[src/rtl/fp_div_seq.sv]
// Sequential IEEE-754 divider C = A / B: restoring division, one quotient bit per clock,
// round-to-nearest-even, denormal inputs and results flushed to zero.
module fp_div_seq #(
  parameter int EXP_W = 8,
  parameter int MAN_W = 23
) (
  input  logic                   clk,
  input  logic                   rst,
  input  logic                   start,
  input  logic [EXP_W+MAN_W:0]   A,
  input  logic [EXP_W+MAN_W:0]   B,
  output logic [EXP_W+MAN_W:0]   C,
  output logic                   busy,
  output logic                   done,
  output logic [3:0]             flags
);
  localparam int W  = 1 + EXP_W + MAN_W;
  localparam int MW = MAN_W + 1;
  localparam int RW = MAN_W + 2;
  localparam int QW = MAN_W + 4;
  localparam int EW = EXP_W + 2;
  localparam int CW = $clog2(QW + 1);

  localparam logic signed [EW-1:0] BIAS  = EW'(2 ** (EXP_W - 1) - 1);
  localparam logic signed [EW-1:0] EMAX  = EW'(2 ** EXP_W - 1);
  localparam logic signed [EW-1:0] EZERO = '0;
  localparam logic signed [EW-1:0] EONE  = EW'(1);
  localparam logic [CW-1:0]        CNT_LAST = CW'(QW - 1);
  localparam logic [W-1:0]         QNAN = {1'b0, {EXP_W{1'b1}}, 1'b1, {(MAN_W-1){1'b0}}};

  typedef enum logic [1:0] {IDLE, DIV, RND, DONE} state_t;
  state_t state, state_nxt;

  logic [RW-1:0]          rem;
  logic [MW-1:0]          mb;
  logic [QW-1:0]          q;
  logic [CW-1:0]          cnt;
  logic signed [EW-1:0]   exp_q;
  logic                   sign_q;

  // Normalise the quotient, round to nearest even and pack; returns {flags, word}.
  function automatic logic [W+3:0] round_pack(input logic [QW-1:0] qv, input logic rem_nz,
                                              input logic signed [EW-1:0] ev, input logic s);
    logic [MW-1:0]        mant;
    logic                 guard, sticky, inc;
    logic [MW:0]          sum;
    logic signed [EW-1:0] e;
    if (qv[QW-1]) begin
      mant = qv[QW-1:3]; guard = qv[2]; sticky = (|qv[1:0]) | rem_nz; e = ev;
    end else begin
      mant = qv[QW-2:2]; guard = qv[1]; sticky = qv[0] | rem_nz; e = ev - EONE;
    end
    inc = guard & (sticky | mant[0]);
    sum = {1'b0, mant} + {{MW{1'b0}}, inc};
    if (sum[MW]) begin
      mant = {1'b1, {MAN_W{1'b0}}};
      e    = e + EONE;
    end else begin
      mant = sum[MW-1:0];
    end
    if (e >= EMAX)       return {4'b0010, s, {EXP_W{1'b1}}, {MAN_W{1'b0}}};
    else if (e <= EZERO) return {4'b0001, s, {(W-1){1'b0}}};
    else                 return {4'b0000, s, e[EXP_W-1:0], mant[MAN_W-1:0]};
  endfunction

  logic [EXP_W-1:0] ea, eb;
  logic [MAN_W-1:0] fa, fb;
  logic             s_res, a_zero, b_zero, a_inf, b_inf, a_nan, b_nan, special;
  logic signed [EW-1:0] ea_s, eb_s;
  logic [W-1:0]     spec_c;
  logic [3:0]       spec_f;
  logic [W+3:0]     packed_res;

  assign ea     = A[W-2:MAN_W];
  assign eb     = B[W-2:MAN_W];
  assign fa     = A[MAN_W-1:0];
  assign fb     = B[MAN_W-1:0];
  assign ea_s   = {2'b00, ea};
  assign eb_s   = {2'b00, eb};
  assign s_res  = A[W-1] ^ B[W-1];
  assign a_zero = (ea == '0);
  assign b_zero = (eb == '0);
  assign a_inf  = (&ea) && (fa == '0);
  assign b_inf  = (&eb) && (fb == '0);
  assign a_nan  = (&ea) && (fa != '0);
  assign b_nan  = (&eb) && (fb != '0);
  assign special = a_nan | b_nan | a_inf | b_inf | a_zero | b_zero;

  always_comb begin
    spec_c = {s_res, {(W-1){1'b0}}};
    spec_f = 4'b0000;
    if (a_nan | b_nan) begin
      spec_c = QNAN;
    end else if ((a_inf & b_inf) | (a_zero & b_zero)) begin
      spec_c = QNAN;
      spec_f = 4'b1000;
    end else if (a_inf | b_zero) begin
      spec_c = {s_res, {EXP_W{1'b1}}, {MAN_W{1'b0}}};
      spec_f = {1'b0, b_zero & ~a_inf, 2'b00};
    end
  end

  assign packed_res = round_pack(q, rem != '0, exp_q, sign_q);

  always_ff @(posedge clk) begin
    if (rst) state <= IDLE;
    else     state <= state_nxt;
  end

  always_comb begin
    state_nxt = state;
    case (state)
      IDLE: if (start) state_nxt = special ? DONE : DIV;
      DIV:  if (cnt == CNT_LAST) state_nxt = RND;
      RND:  state_nxt = DONE;
      DONE: state_nxt = IDLE;
      default: state_nxt = IDLE;
    endcase
  end

  assign busy = (state != IDLE);
  assign done = (state == DONE);

  // Operand capture and restoring-division iterations
  always_ff @(posedge clk) begin
    if (state == IDLE && start) begin
      rem    <= {2'b01, fa};
      mb     <= {1'b1, fb};
      q      <= '0;
      cnt    <= '0;
      exp_q  <= ea_s - eb_s + BIAS;
      sign_q <= s_res;
    end else if (state == DIV) begin
      if (rem >= {1'b0, mb}) begin
        rem <= (rem - {1'b0, mb}) << 1;
        q   <= {q[QW-2:0], 1'b1};
      end else begin
        rem <= rem << 1;
        q   <= {q[QW-2:0], 1'b0};
      end
      cnt <= cnt + 1'b1;
    end
  end

  // Result registers
  always_ff @(posedge clk) begin
    if (rst) begin
      C     <= '0;
      flags <= '0;
    end else if (state == IDLE && start && special) begin
      C     <= spec_c;
      flags <= spec_f;
    end else if (state == RND) begin
      C     <= packed_res[W-1:0];
      flags <= packed_res[W+3:W];
    end
  end
endmodule

[config.mk]
export PLATFORM = sky130hd
export DESIGN_NAME = fp_div_seq
export DESIGN_NICKNAME = d
export VERILOG_FILES = /design/src/rtl/fp_div_seq.sv
export SDC_FILE = /design/constraint.sdc
export NUM_CORES = 1
export LEC_CHECK = 0
export ABC_CLOCK_PERIOD_IN_PS = 6000
export CAP_MARGIN = 30
export CORE_MARGIN = 5
export CORE_UTILIZATION = 32
export CTS_CLUSTER_DIAMETER = 50
export DETAILED_ROUTE_END_ITERATION = 8
export GPL_ROUTABILITY_DRIVEN = 0
export SLEW_MARGIN = 10
export SYNTH_ARGS = -nofsm -noshare
export SYNTH_HDL_FRONTEND = slang
export SYNTH_SLANG_ARGS = --single-unit
[constraint.sdc]
create_clock -name clk -period 6 [get_ports clk]
set_input_delay 1.8 -clock clk [delete_from_list [all_inputs] [get_ports clk]]
set_output_delay 1.8 -clock clk [all_outputs]
set_load 0.1 [all_outputs]
== Yosys cells after proc, flatten, opt, wreduce, memory -nomap -nowiden ==
Index checks and enable logic that the tools add are counted.

* Flip-flop bits (word level): 129
* Logic and storage cells: 89
* Input bits: 67

* Multiplexer cells: 26
* Order comparisons: 3
* Bitwise logic cells: 16
* Add/sub/neg operators: 7
* Eq/ne operators: 6
* Reductions and logical operators: 21

{| class="wikitable"
|+ Operators with widths
! kind !! number
|-
| $mux W32 || 4
|-
| $mux W23 || 3
|-
| $logic_not A23 Y1 || 2
|-
| $reduce_bool A23 Y1 || 2
|-
| $mux W34 || 1
|-
| $mux W33 || 1
|-
| $mux W31 || 1
|-
| $add A24 B1 Y25 || 1
|-
| $ge A25 B24 Y1 || 1
|-
| $mux W25 || 1
|-
| $reduce_bool A25 Y1 || 1
|-
| $mux W24 || 1
|-
| $sub A24 B24 Y24 || 1
|-
| $mux W10 || 2
|-
| $logic_not A8 Y1 || 2
|-
| $mux W4 || 4
|-
| $reduce_and A8 Y1 || 2
|-
| $add A10 B2 Y10 const B || 1
|-
| $add A9 B8 Y10 const B || 1
|-
| $ge A10 B9 Y1 const B || 1
|-
| $le A10 B1 Y1 const B || 1
|-
| $or A1 B1 Y1 || 10
|-
| $sub A10 B2 Y10 const B || 1
|-
| $sub A8 B8 Y9 || 1
|-
| 17 further kinds || 33
|}

== Logic depth before layout (Yosys ltp) ==
Gate-level depths: netlist of run 1.

* Depth after elaboration: 12
* Depth in mapped cells: 19

== Least setup slack after synthesis of run 1 ==
No wires, ideal clock.

* Path type: register to register
* Start: reg q[26]
* End: reg C[19]
* Clock period less this slack: 4.686 ns
* Setup slack: 1.314 ns
* Library setup time: 0.119 ns
* Path buffers: 7
* Required time: 5.881 ns
* Cell stages (with the launch flop): 20
* Data arrival time: 4.567 ns
* Path through: dfxtp_1 buf_4 buf_2 buf_1 buf_1 clkbuf_1 nand2_1 a21boi_0 ha_1 nand4_1 or4_4 nor3_1 buf_2 nand3_1 xor2_1 a2111oi_2 a21boi_4 nor3b_4 buf_4 a32o_1

* Word-level cells in the longest chain between the ends: 10

{| class="wikitable"
|+ Ends and longest elaborated chain
! element !! RTL line !! RTL
|-
| from (decl) || 36 || <nowiki>logic [QW-1:0] q;</nowiki>
|-
| from (signal assigned) || 136 || <nowiki>q <= {q[QW-2:0], 1'b1};</nowiki>
|-
| from (signal assigned) || 139 || <nowiki>q <= {q[QW-2:0], 1'b0};</nowiki>
|-
| $mux W1 or $mux W24 (tied branches) || 48 || <nowiki>if (qv[QW-1]) begin</nowiki>
|-
| $or A1 B1 Y1 || 53 || <nowiki>inc = guard & (sticky | mant[0]);</nowiki>
|-
| $and A1 B1 Y1 || 53 ||
|-
| $add A24 B1 Y25 || 54 || <nowiki>sum = {1'b0, mant} + {{MW{1'b0}}, inc};</nowiki>
|-
| $mux W10 || 55 || <nowiki>if (sum[MW]) begin</nowiki>
|-
| $le A10 B1 Y1 || 62 || <nowiki>else if (e <= EZERO) return {4'b0001, s, {(W-1){1'b0}}};</nowiki>
|-
| $mux W33 || 62 ||
|-
| $mux W34 * || 61 || <nowiki>if (e >= EMAX) return {4'b0010, s, {EXP_W{1'b1}}, {MAN_W{1'b0}}};</nowiki>
|-
| $mux W32 * || 153 || <nowiki>end else if (state == RND) begin</nowiki>
|-
| $mux W32 * || 150 || <nowiki>end else if (state == IDLE && start && special) begin</nowiki>
|-
| to (signal assigned) || 151 || <nowiki>C <= spec_c;</nowiki>
|-
| to (signal assigned) || 154 || <nowiki>C <= packed_res[W-1:0];</nowiki>
|-
| to (decl) || 12 || <nowiki>output logic [EXP_W+MAN_W:0] C,</nowiki>
|}

Every way passes the cells marked *; elsewhere a longest branch is shown, timed or not. The select of a mux whose other input is x is not followed.
A chain may end at the register's enable or synchronous reset.

== Final worst setup path of run 1 ==
* Start: reg exp_q[0]
* End: reg C[19]

* Word-level cells in the longest chain between the ends: 9

{| class="wikitable"
|+ Ends and longest elaborated chain
! element !! RTL line !! RTL
|-
| from (decl) || 38 || <nowiki>logic signed [EW-1:0] exp_q;</nowiki>
|-
| from (signal assigned) || 131 || <nowiki>exp_q <= ea_s - eb_s + BIAS;</nowiki>
|-
| $sub A10 B2 Y10 || 51 || <nowiki>mant = qv[QW-2:2]; guard = qv[1]; sticky = qv[0] | rem_nz; e = ev - EONE;</nowiki>
|-
| $mux W10 * || 48 ||
|-
| $add A10 B2 Y10 || 57 || <nowiki>e = e + EONE;</nowiki>
|-
| $mux W10 * || 55 ||
|-
| $le A10 B1 Y1 || 62 ||
|-
| $mux W33 || 62 ||
|-
| $mux W34 * || 61 ||
|-
| $mux W32 * || 153 ||
|-
| $mux W32 * || 150 ||
|}

Marks and branches as above.

==> results.sh, run 1 <==
export IMPL_status="finished, final reports clean"
export IMPL_reg2reg_to="C[19]"
export IMPL_holdPathEnd="C[24]"
export IMPL_cellPowerDensity_nw_per_um2=460.6
export IMPL_tightest_slew_ps=1018
export IMPL_ys_top_cells_by_count="nor2_1 (108), nand2_1 (87), dfxtp_1 (72), inv_1 (66), edfxtp_1 (57)"
export IMPL_r2r_cells=10
export IMPL_post_drt_wl_per_cell_um=16.23
export IMPL_drv_cap=0
export IMPL_rsz0062_at_grt="no"
export IMPL_worstPathArrival_ps=4720
export IMPL_r2r_start="exp_q[0]"
export IMPL_grt_pass1_wl_mm=36.13
export IMPL_ir_worst_vdd_mv=0.2251
export IMPL_synth_distinct_cells=70
export IMPL_max_slew_margin_rel_pct=31.93
export IMPL_fin_ws_ps=1648
export IMPL_yosysMostFrequentCell="nor2_1"
export IMPL_antenna_found_initial=0
export IMPL_synth_avg_cell_area_um2=8.788
export IMPL_num_vias=7358
export IMPL_final_layout_size_suffix_gt1_share_pct=6.598
export IMPL_fin_cells=1396
export IMPL_ys_flop_type="dfxtp_1"
export IMPL_ctsHoldBuffers=0
export IMPL_cts_sinks=129
export IMPL_reg2reg_slack_ps=1650
export IMPL_portBuffers=104
export IMPL_hold_path_class="reg2reg"
export IMPL_syn_num_nets=1073
export IMPL_critical_path_class="reg2reg"
export IMPL_overflow=0
export IMPL_min_delay_path_depth=2
export IMPL_grt_max_degree=62
export IMPL_syn_cell_area_um2=8454
export IMPL_htreeDepth=4
export IMPL_dieArea_um2=29770
export IMPL_detailed_place_hpwl_mm=16.87
export IMPL_dr_first_iter_drc_count=422
export IMPL_grt_pass1_vias=6761
export IMPL_synth_top_cells_by_area="edfxtp_1 (20%), dfxtp_1 (17%), ha_1 (6.2%)"
export IMPL_finalCritPeriodShare_pct=72.54
export IMPL_numCtsBuffers=17
export IMPL_vias_per_cell=5.271
export IMPL_required_ps=6360
export IMPL_fmax_mhz=229.8
export IMPL_dpl_worst_slack_ps=1212
export IMPL_ys_seq_area_share_pct=37.29
export IMPL_yosys_area_top_type_share_pct=20.25
export IMPL_hp_start="C[24]"
export IMPL_path_max_fanout=22
export IMPL_synth_edf_count=57
export IMPL_cts_root_buf="clkbuf_16"
export IMPL_finalMaxSlewViolations=0
export IMPL_setup_viol=0
export IMPL_design_portCount=105
export IMPL_whs_ps=469.1
export IMPL_nets=1159
export IMPL_finalSetupTns_ps=0
export IMPL_clkTransAtPathRegs_ps=60
export IMPL_fin_crit_ps=4352
export IMPL_die_x_um=172.5
export IMPL_cp_start_kind="flip-flop"
export IMPL_cts_resized=0
export IMPL_cts_tree="done"
export IMPL_end_kind="flip-flop"
export IMPL_multi_input_area_um2=4851
export IMPL_die_h_um=172.5
export IMPL_wirelength_mm=22.65
export IMPL_yosysTopAreaCell="edfxtp_1"
export IMPL_ant_nets=0
export IMPL_synth_seq_cells=129
export IMPL_yosysWarnings=0
export IMPL_finish_utilization_pct=40.09
export IMPL_gr_usage_all_layers_pct=14.63
export IMPL_syn_instance_count=962
export IMPL_clock_skew_ps=13.14
export IMPL_ys_async_sr_fraction_pct=0
export IMPL_start_util_pct=32.44
export IMPL_drc=0
export IMPL_antenna_cells=0
export IMPL_regArea_um2=3154
export IMPL_hold_viol=0
export IMPL_fill_cells=2554
export IMPL_num_rows=59
export IMPL_syn_to_final_growth_pct=23.56
export IMPL_clockBufferDepth=2
export IMPL_post_cts_buffers=0
export IMPL_clock_latency_ps=430
export IMPL_drt_pass1_iter_count=5
export IMPL_core_area_um2=26060
export IMPL_dpl_cell_count=1363
export IMPL_leakagePower_nw=3.853
[cells by family (layout without fill, tap and decap cells)]
group / count (synthesis) / after routing / synth area share, %
compound gates: 210 / 210 / 17.49
simple gates: 343 / 343 / 19.95
buf+inv: 117 / 216 / 5.417
fa+ha+maj: 44 / 44 / 6.689
xor+xnor: 70 / 70 / 7.252
mux: 49 / 49 / 5.905
flops: 129 / 129 / 37.29
[state kept, by name, summed over array words and instances (netlist names), 2 cells and up]
register  count
exp_q        10
C            32
mb           23
rem          25
flags         4
cnt           5
state         2
q            27
[layout by cell type, fill, tap and decap left out, types with 4 or more instances in the layout]
master / n
edfxtp_1: 57
a21boi_0: 6
xnor2_1: 44
or2_2: 4
a221oi_1: 11
nor2_1: 108
a311oi_1: 10
mux2_2: 7
nand4_1: 23
a31oi_1: 24
mux2i_1: 42
clkbuf_16: 19
buf_4: 10
nor4_1: 24
a22o_1: 19
nand2_1: 87
dfxtp_1: 71
nor2b_1: 6
or3_1: 8
inv_6: 5
a21o_1: 22
o21ai_0: 20
inv_1: 65
nand2b_1: 13
xor2_1: 26
clkdlybuf4s50_1: 104
a21oi_1: 45
nor3_1: 18
a211oi_1: 13
nand3_1: 26
o21bai_1: 4
ha_1: 41
[power breakdown]
group          total (mW)  leakage, nW  switching, mW  internal, mW
combinational        2.36         2.43           1.45         0.907
clock                1.05        0.294          0.432         0.622
sequential           1.40         1.13          0.183          1.21
total                4.81         3.85           2.07          2.74
[layer usage]
| metal | share of wire [%] | GRT usage [%] | vias up |
|---|---|---|---|
| li1 | - | - | 3671 |
| met1 | 47 | 19.70 | 3488 |
| met2 | 47 | 23.82 | 177 |
| met3 | 4.7 | 2.882 | 22 |
| met4 | 1.6 | 4.424 | 0 |
| met5 | 0 | 0 | - |
[worst max-delay path by stage]
stage                     slack [ps]  cells after the start  startpoint  endpoint
after floorplan                 1310                     19       q[26]     C[19]
after global placement          1260                     11       B[24]  exp_q[7]
after detailed placement        1210                     11       B[24]  exp_q[7]
after CTS                       1600                     11    exp_q[0]     C[21]
after global routing            1310                     11    exp_q[0]     C[11]
final                           1650                     10    exp_q[0]     C[19]
[metrics by stage]
stage	cell area, um2	power [mW]
floorplan	8454	3.177
global placement	9792	3.717
detailed placement	9839	3.752
CTS	10440	4.825
global route	10450	5.128
finish	10450	4.811
[layout make-up]
cell class	count	share of cell area (%)
Inverter	67	2.407
Sequential cell	129	30.20
Timing Repair Buffer	117	11.21
Tap cell	335	4.012
Multi-Input combinational cell	716	46.44
Clock buffer	22	4.947
Clock inverter	10	0.7905
[critical path, cell delays in order, from the launching register on]
cell and delay [ps]:
edfxtp_1 460, inv_1 70, ha_1 320, o41ai_2 710, or4b_1 540, nor4b_2 270, xor2_1 350, and2b_2 260
a21boi_4 250, nor3b_4 800, a32o_1 270
Note: power is estimated with default switching activity, not from simulation.
==> inputs of run 2 (changes only) <==
--- a/config.mk
+++ b/config.mk
@@ -5,7 +5,7 @@
 export SDC_FILE = /design/constraint.sdc
 export NUM_CORES = 1
 export LEC_CHECK = 0
-export ABC_CLOCK_PERIOD_IN_PS = 6000
+export ABC_CLOCK_PERIOD_IN_PS = 3850
 export CAP_MARGIN = 30
 export CORE_MARGIN = 5
 export CORE_UTILIZATION = 32
==> constraint.sdc (replaced) <==
create_clock -name clk -period 3.85 [get_ports clk]
set_input_delay 1.155 -clock clk [delete_from_list [all_inputs] [get_ports clk]]
set_output_delay 1.155 -clock clk [all_outputs]
set_load 0.1 [all_outputs]
==> results.sh, run 2 (synthesized netlist as in run 1, its figures left out) <==
export IMPL_final_cell_mix="buf_4 (115), nor2_1 (107), nand2_1 (87)"
export IMPL_fmax_mhz=272.5
export IMPL_vias_per_cell=5.120
export IMPL_path_max_fanout=7
export IMPL_reg2reg_slack_ps=180
export IMPL_grt_pass1_wl_mm=37.43
export IMPL_layout_commonest_cell="buf_4"
export IMPL_die_x_um=172.5
export IMPL_critPathMaxStageDelay_ps=430
export IMPL_die_h_um=172.5
export IMPL_tightest_slew_ps=701.8
export IMPL_max_slew_margin_rel_pct=52.78
export IMPL_final_layout_size_suffix_gt1_share_pct=15.81
export IMPL_clock_skew_ps=13.62
export IMPL_design_portCount=105
export IMPL_grt_max_degree=48
export IMPL_cts_sinks=129
export IMPL_antenna_cells=0
export IMPL_min_delay_path_depth=2
export IMPL_regMostFlops="C"
export IMPL_finalCritPeriodShare_pct=95.33
export IMPL_hp_start="C[25]"
export IMPL_cellPowerDensity_nw_per_um2=696.8
export IMPL_cts_root_buf="clkbuf_16"
export IMPL_r2r_cells=15
export IMPL_crit_chain="inv_1, ha_1, mux2_2, inv_1, ha_1, nor3b_1, nand4b_1, buf_4, a211o_1, a2111o_1, nand4_1, buf_4, nor3b_4, buf_4, a22o_1"
export IMPL_wirelength_mm=23.08
export IMPL_holdPathEnd="C[25]"
export IMPL_design_area_um2=10830
export IMPL_overflow=0
export IMPL_cts_tree="done"
export IMPL_dr_first_iter_drc_count=483
export IMPL_dpl_cell_count=1424
export IMPL_gr_usage_all_layers_pct=15.12
export IMPL_htreeDepth=4
export IMPL_cp_start_kind="flip-flop"
export IMPL_num_rows=59
export IMPL_dieArea_um2=29770
export IMPL_antenna_found_initial=0
export IMPL_fin_cells=1461
export IMPL_start_util_pct=32.44
export IMPL_drc=0
export IMPL_cp_slowest_cell="edfxtp_1"
export IMPL_cp_common_cell="buf_4"
export IMPL_core_area_um2=26060
export IMPL_r2r_start="exp_q[1]"
export IMPL_hold_path_class="reg2reg"
export IMPL_numCtsBuffers=17
export IMPL_place_area_um2=10210
export IMPL_drt_pass1_iter_count=7
export IMPL_worstPathArrival_ps=4000
export IMPL_critical_path_class="reg2reg"
export IMPL_syn_to_final_growth_pct=28.06
export IMPL_status="finished, final reports clean"
export IMPL_setup_viol=0
export IMPL_largest_register_ffs=32
export IMPL_ctsHoldBuffers=0
export IMPL_clkTransAtPathRegs_ps=70
export IMPL_clockBufferDepth=2
export IMPL_post_drt_wl_per_cell_um=15.80
export IMPL_nets=1224
export IMPL_portBuffers=104
export IMPL_detailed_place_hpwl_mm=17.52
export IMPL_reg2reg_to="C[1]"
export IMPL_num_vias=7480
export IMPL_ant_nets=0
export IMPL_fin_crit_ps=3670
export IMPL_ir_worst_vdd_mv=0.3143
export IMPL_grt_pass1_vias=7213
export IMPL_drv_cap=0
export IMPL_reg_top3="C (32), q (27), rem (25)"
export IMPL_clock_latency_ps=430
export IMPL_hold_viol=0
export IMPL_required_ps=4180
export IMPL_end_kind="flip-flop"
export IMPL_finalMaxSlewViolations=0
export IMPL_leakagePower_nw=4.231
run 2: changes by cell type in the layout (fill, tap and decap cells not counted), sizes merged:
cell / before / now
clkinv: 1 / 6
nor3b: 4 / 5
clkdlybuf4s50: 104 / 66
clkinvlp: 2 / 0
buf: 12 / 115
clkbuf: 23 / 17
inv: 74 / 76
run 2: layer usage:
layer	vias up	track usage, %	part of all wire (%)	wire length [um]
li1	3807	-	-	-
met1	3492	19.78	47	10770
met2	154	24.79	47	10740
met3	27	3.319	4.6	1072
met4	0	5.150	2.2	498
met5	-	0	0	0
run 2: layout make-up:
class                           instances  area, um2
Sequential cell                       129       3154
Multi-Input combinational cell        717       4912
Clock inverter                         15      140.1
Tap cell                              335      419.2
Clock buffer                           17      425.4
Inverter                               67      251.5
Timing Repair Buffer                  181       1524
Fill cell                            2582      15230
run 2: critical path, delay by kind of cell, from the launching register on:
kind                       cells  cell delay [ps]
and+or+nand+nor                4              760
adders and majority gates      2              410
DFF                            1              430
muxes                          1              310
AOI/OAI and AO/OA              3              950
buffers and inverters          5              680
run 2: what timing repair did:
action,in CTS,in global routing
endpoints found under the setup margin,0,25
setup buffers,0,4
hold endpoints to repair,0,0
resized for setup,0,1
run 2: worst max-delay path by stage:
stage	startpoint	end	slack, ps	depth (start not counted)
2_1_floorplan	q[26]	C[19]	-10	19
3_3_place_gp	B[24]	exp_q[7]	-140	11
3_5_place_dp	B[24]	exp_q[7]	-200	11
4_1_cts	q[26]	C[21]	0.9	12
5_1_grt	q[26]	C[1]	-20	16
6_report	exp_q[1]	C[1]	180	15
run 2: per-stage QoR:
stage | hold WS [ps] | total power, mW | TNS (ps) | setup slack [ps] | util, %
6_report | 475.1 | 7.544 | 0 | 179.9 | 41.55
5_1_grt | 490.1 | 8.088 | -22.75 | -22.75 | 41.55
3_5_place_dp | 468.5 | 5.974 | -2097 | -195.2 | 39.19
3_3_place_gp | 459.4 | 5.941 | -1291 | -143.3 | 39.19
4_1_cts | 482.5 | 7.557 | 0 | 0.8966 | 41.36
2_1_floorplan | 474.8 | 4.967 | -23.70 | -11.85 | -
run 2: power breakdown:
group | switching (mW) | internal [mW]
Sequential | 0.266 | 1.89
Clock | 0.700 | 0.855
Combinational | 2.33 | 1.50
==> edit 1, RTL diff (config.mk and constraints of run 1) <==
Make the reset (`rst`) asynchronous in 2 clocked blocks.
--- a/src/rtl/fp_div_seq.sv
+++ b/src/rtl/fp_div_seq.sv
@@ -102,7 +102,7 @@
 
   assign packed_res = round_pack(q, rem != '0, exp_q, sign_q);
 
-  always_ff @(posedge clk) begin
+  always_ff @(posedge clk or posedge rst) begin
     if (rst) state <= IDLE;
     else     state <= state_nxt;
   end
@@ -143,7 +143,7 @@
   end
 
   // Result registers
-  always_ff @(posedge clk) begin
+  always_ff @(posedge clk or posedge rst) begin
     if (rst) begin
       C     <= '0;
       flags <= '0;
Behaviour: differs if rst is asserted again (counterexample within 4 cycles, from zero or initial values and one cycle with rst high); with rst held inactive, the same outputs for 10 cycles.
==> edit 1 against run 1 <==
Routed wire length rose by 9.0%; via count rose by 8.8%; largest cell class unchanged; hold slack improved by 0.014 ns; combinational power rose by 20%; clock power fell by 4%; critical path depth did not move; sequential cell count did not move; highest routed layer unchanged; design area rose by 7.3%; register-to-register slack improved by 0.36 ns; area after synthesis rose by 10%; setup slack got worse by 0.063 ns; power rose by 11%; utilization fell by 1.1 points.
==> edit 1: results (changes against run 1) <==
Timing
  – Post-Route Skew: 0.0135 ns (was 0.0131 ns)
  – Worst rel slew slack: 33.7% (was 31.9%)

Synthesis
  – Most used DFF post-synth: edfxtp_1 (was dfxtp_1)
  – Synth cell count leaders: nor2_1 (102), nand2_1 (90), inv_1 (63) (was nor2_1 (108), nand2_1 (87), dfxtp_1 (72))
  – Netlist cell types: 90 (was 70)
  – Yosys warning total: 0 (unchanged)
  – Register area share after synthesis: 35.9% (was 37.3%)
  – FFs w/ async S/R, synth: 29.5% (was 0%)
  – Syn nets: 1139 (was 1073)
  – Top cells by area, synth: edfxtp_1 (18%), dfrtp_1 (10%), dfxtp_1 (7.3%) (was edfxtp_1 (20%), dfxtp_1 (17%), ha_1 (6.2%))

Clock tree
  – H-tree depth: 4 (unchanged)
  – Root Buffer: clkbuf_16 (unchanged)
  – CTS resizes: 0 (unchanged)
  – CTS Buf Count: 17 (unchanged)
  – Clk slew on worst S/H paths: 0.07 ns
  – Post-CTS setup repair buffer count: 0 (unchanged)

Finish
  – Diodes inserted: 0 (unchanged)
  – Share of cells above drive strength 1: 8.92% (was 6.60%)
  – Max reg flops: 32 (unchanged)
  – Layout net count: 1219 (was 1159)
  – Largest regs: C (32), q (27), rem (25) (unchanged)

Setup path
  – CP Max Fanout: 24 (was 22)
  – Worst Setup SP: B[23] (was exp_q[0])
  – Reg2Reg Launch Point: q[26] (was exp_q[0])
  – Crit path to: C[23] (was C[19])
  – R2R setup slack: 2.01 ns (was 1.65 ns)
  – Reg-to-reg endpoint: C[19] (unchanged)
  – Arrival time worst endpoint: 4.74 ns (was 4.72 ns)
  – R2R depth: 11 (was 10)

Worst hold path
  – Hold_sp: C[9] (was C[24])

Route
  – Iteration-0 DRC Markers: 658 (was 422)
  – 1st-pass router iterations: 5 (unchanged)
  – Vias: 8007 (was 7358)
  – WL final: 24.7 mm (was 22.7 mm)

Power
  – Peak supply drop: 0.220 mV (was 0.225 mV)
  – P_leak: 0.00418 uW (was 0.00385 uW)

Global routing
  – Vias in the first global route: 7765 (was 6761)
  – GRT Total Usage: 14.9% (was 14.6%)
  – Largest net degree at the start of global routing: 74 (was 62)
  – First-pass GRT wire length: 40.1 mm (was 36.1 mm)

Place
  – DP HPWL: 18.5 mm (was 16.9 mm)

Run status
  – Status: complete, no violations (unchanged)
[edit 1: cell count changes in the layout (fill, tap and decap cells not counted), sizes merged, moves of 9 or more]
cell    delta
a21o      -15
a221oi     -9
a22o      -19
a31oi     -15
and3       +9
dfrtp     +38
dfxtp     -38
mux2i     +16
nand3     +10
nand4     +11
o211ai     +9
o21ai     +24
[edit 1: cells by family (layout without fill, tap and decap cells)]
kind of cell               Yosys count  after routing  synth area share, %
and+or+nand+nor                    385            385                 21.1
AOI/OAI and AO/OA                  226            226                 18.1
DFF                                129            129                 35.9
buffers and inverters              116            209                 5.43
xor gates and xnor gates            64             64                 6.31
muxes                               64             64                 7.01
adders and majority gates           44             44                 6.08
[edit 1: metrics by stage]
step | cells | util [%] | area, um2 | hold slack, ns | setup slack, ns
final | 1505 | 39.0 | 11200 | 0.483 | 1.58
after global routing | 1505 | 39.0 | 11200 | 0.504 | 1.29
after CTS | 1504 | 39.0 | 11200 | 0.485 | 1.59
after detailed placement | 1472 | 37.0 | 10600 | 0.468 | 1.12
after global placement | 1472 | 37.0 | 10600 | 0.470 | 1.17
after floorplan | 1028 | - | 9300 | 0.475 | 1.84
[edit 1: how the worst min path moves through the flow]
stage / slack (ns) / to / depth (start not counted)
6_report: 0.48 / C[9] / 2
2_1_floorplan: 0.47 / q[0] / 2
5_1_grt: 0.50 / C[1] / 2
3_5_place_dp: 0.47 / C[8] / 2
3_3_place_gp: 0.47 / C[5] / 2
4_1_cts: 0.48 / C[8] / 2
[edit 1: layout make-up]
cell class              instances  area [um2]
fillers                      2926       17500
multi-input cells             783        5460
flip-flops and latches        129        3340
repair buffers                113        1120
well taps                     384         480
clock buffers                  17         425
inverters                      64         240
clock inverters                15         138
[edit 1: per-layer routing]
layer / vias to the layer above / GRT usage, % / share of wire [%]
met3: 28 / 2.60 / 4.7
met2: 193 / 25.4 / 49
met1: 3838 / 19.2 / 45
li1: 3948 / - / -
met4: 0 / 4.51 / 1.7
met5: - / 0 / 0
[edit 1: worst max-delay path: stages]
cell and delay [ns]:
clkdlybuf4s50_1 0.52, nand4_1 0.11, or4_1 0.64, a41oi_1 0.49
nor2_1 0.07, buf_4 0.24, a21oi_1 0.40, o21ai_1 0.13
o21ba_4 0.27, a21oi_2 0.05
[edit 1: power breakdown]
part	switching [uW]	leakage (uW)	internal, uW
clock	461	0.000270	549
sequential	208	0.00131	1260
combinational	1790	0.00260	1050
==> edit 2, RTL diff (flow settings as in run 1) <==
Made on the original files. Change the parameter `EXP_W` from 8 to 9.
--- a/src/rtl/fp_div_seq.sv
+++ b/src/rtl/fp_div_seq.sv
@@ -1,7 +1,7 @@
 // Sequential IEEE-754 divider C = A / B: restoring division, one quotient bit per clock,
 // round-to-nearest-even, denormal inputs and results flushed to zero.
 module fp_div_seq #(
-  parameter int EXP_W = 8,
+  parameter int EXP_W = 9,
   parameter int MAN_W = 23
 ) (
   input  logic                   clk,
Ports: changed (resized A, B and C); port bits go from 105 to 108. The function was not compared with the original's and may differ.
==> edit 2 against run 1 <==
Setup slack got worse by 0.22 ns; routed wire length is 1.6% higher; hold slack improved by 0.0070 ns; power grew 3.7%; utilization hardly changed; fmax fell by 4.9%; design area is 3.4% higher; area after synthesis rose by 3.3%; sequential cell count increased by 2; non-clock buffer count is 3 higher; critical path depth rose by 4; critical endpoint is now C[21].
==> edit 2: results (changes against run 1) <==
Global routing
  – Vias in the first global route: 7318 (was 6761)
  – GRT Total Usage: 15.0% (was 14.6%)
  – First-pass GRT wire length: 37.6 mm (was 36.1 mm)
  – Initial antenna violation count: 0 (unchanged)
  – Largest net degree at the start of global routing: 48 (was 62)

Timing
  – Post-Route Skew: 0.00973 ns (was 0.0131 ns)
  – Worst rel slew slack: 32.0% (was 31.9%)
  – Fin crit share: 76.3% (was 72.5%)
  – Hold Fails Final Rpt: 0 (unchanged)

Setup path
  – Slowest CP cell: dfxtp_2 (was nor3b_4)
  – CP Max Fanout: 35 (was 22)
  – Worst stage delay on the critical path: 0.62 ns (was 0.80 ns)
  – Top delay family on crit path: buffers and inverters (was simple AND/OR/NAND/NOR gates)
  – Arrival time worst endpoint: 4.89 ns (was 4.72 ns)
  – R2R setup slack: 1.42 ns (was 1.65 ns)

Power
  – P_leak: 0.00401 uW (was 0.00385 uW)
  – Peak supply drop: 0.228 mV (was 0.225 mV)

Place
  – Worst slack, placed: 1.13 ns (was 1.21 ns)
  – Input/output buffers: 107 (was 104)
  – DP HPWL: 17.5 mm (was 16.9 mm)

Route
  – WL final: 23.0 mm (was 22.7 mm)
  – Iteration-0 DRC Markers: 470 (was 422)
  – 1st-pass router iterations: 5 (unchanged)
  – Via/cell ratio: 5.27 (about the same)

Synthesis
  – Post-synth EDFFs: 58 (was 57)
  – FFs w/ async S/R, synth: 0% (unchanged)
  – Top cells by area, synth: edfxtp_1 (20%), dfxtp_1 (17%), ha_1 (6.2%) (unchanged)
  – Yosys warning total: 0 (unchanged)
  – Netlist cell types: 75 (was 70)
  – Register area share after synthesis: 36.7% (was 37.3%)
  – Synth cell count leaders: nor2_1 (120), nand2_1 (84), dfxtp_1 (73) (was nor2_1 (108), nand2_1 (87), dfxtp_1 (72))
  – Most used DFF post-synth: dfxtp_1 (unchanged)
  – Syn nets: 1108 (was 1073)

Clock tree
  – Hold buffer count at CTS: 0 (unchanged)
  – Root Buffer: clkbuf_16 (unchanged)
  – CTS Buf Count: 17 (unchanged)
  – Clk slew on worst S/H paths: 0.06 ns (about the same)
  – Post-CTS setup repair buffer count: 0 (unchanged)
  – Clock Path Buffers: 2 (unchanged)
  – H-tree depth: 4 (unchanged)
  – Clk_lat worst skew: 0.42 ns
  – CTS resizes: 0 (unchanged)

Finish
  – Largest regs: C (33), q (27), rem (25) (was C (32), q (27), rem (25))
  – Filler cell count: 2612 (was 2554)
  – Diodes inserted: 0 (unchanged)
  – Layout net count: 1197 (was 1159)
  – Biggest register: C (unchanged)
  – Share of cells above drive strength 1: 6.84% (was 6.60%)

Run status
  – Status: complete, no violations (unchanged)

Die
  – Core box area: 27000 um2 (was 26100 um2)

Worst hold path
  – Hold Crit Class: reg -> reg (unchanged)
## edit 2: kinds of logic (layout without fill, tap and decap cells)
kind of cell,count (synthesis),in the layout,share of synthesized area [%]
AND/OR/NAND/NOR,372,372,21.1
AO/OA/AOI/OAI,221,221,18.5
flip-flops,131,131,36.7
buffers and inverters,112,214,5.10
XOR/XNOR,67,67,6.72
multiplexers,46,46,5.34
adder cells (fa/ha/maj),45,45,6.62
## edit 2: final cells by class
class	instances	area (um2)	area share (%)
multi-input combinational	751	5090	47.1
sequential	131	3200	29.7
timing repair buffer	120	1260	11.6
clock buffer	23	522	4.83
tap	341	427	3.95
inverter	62	233	2.16
clock inverter	9	65.1	0.603
## edit 2: worst paths after layout
kind         endpoint   from  cells past startpoint
max             C[21]  q[26]                     14
min             C[10]  C[10]                      1
max reg2reg     C[21]  q[26]                     14
min reg2reg     C[10]  C[10]                      1
## edit 2: per-stage QoR
stage	instance area, um2	utilization, %	hold slack [ns]	std cells
finish	10800	40.1	0.476	1437
global route	10800	40.1	0.488	1437
CTS	10800	40.0	0.481	1436
detailed placement	10200	37.8	0.463	1404
global placement	10100	37.4	0.467	1400
floorplan	8740	-	0.475	994
## edit 2: power breakdown
group,leakage (uW),internal [uW],switching (uW)
clock,0.000293,616,409
combinational,0.00257,1010,1530
sequential,0.00115,1240,185
total,0.00401,2860,2130
## edit 2: metal layers
metal | vias up | part of all wire (%) | track usage [%]
met4 | 0 | 2.9 | 6.02
met1 | 3541 | 48 | 19.8
li1 | 3837 | - | -
met5 | - | 0 | 0
met3 | 41 | 4.6 | 3.35
met2 | 154 | 45 | 23.9
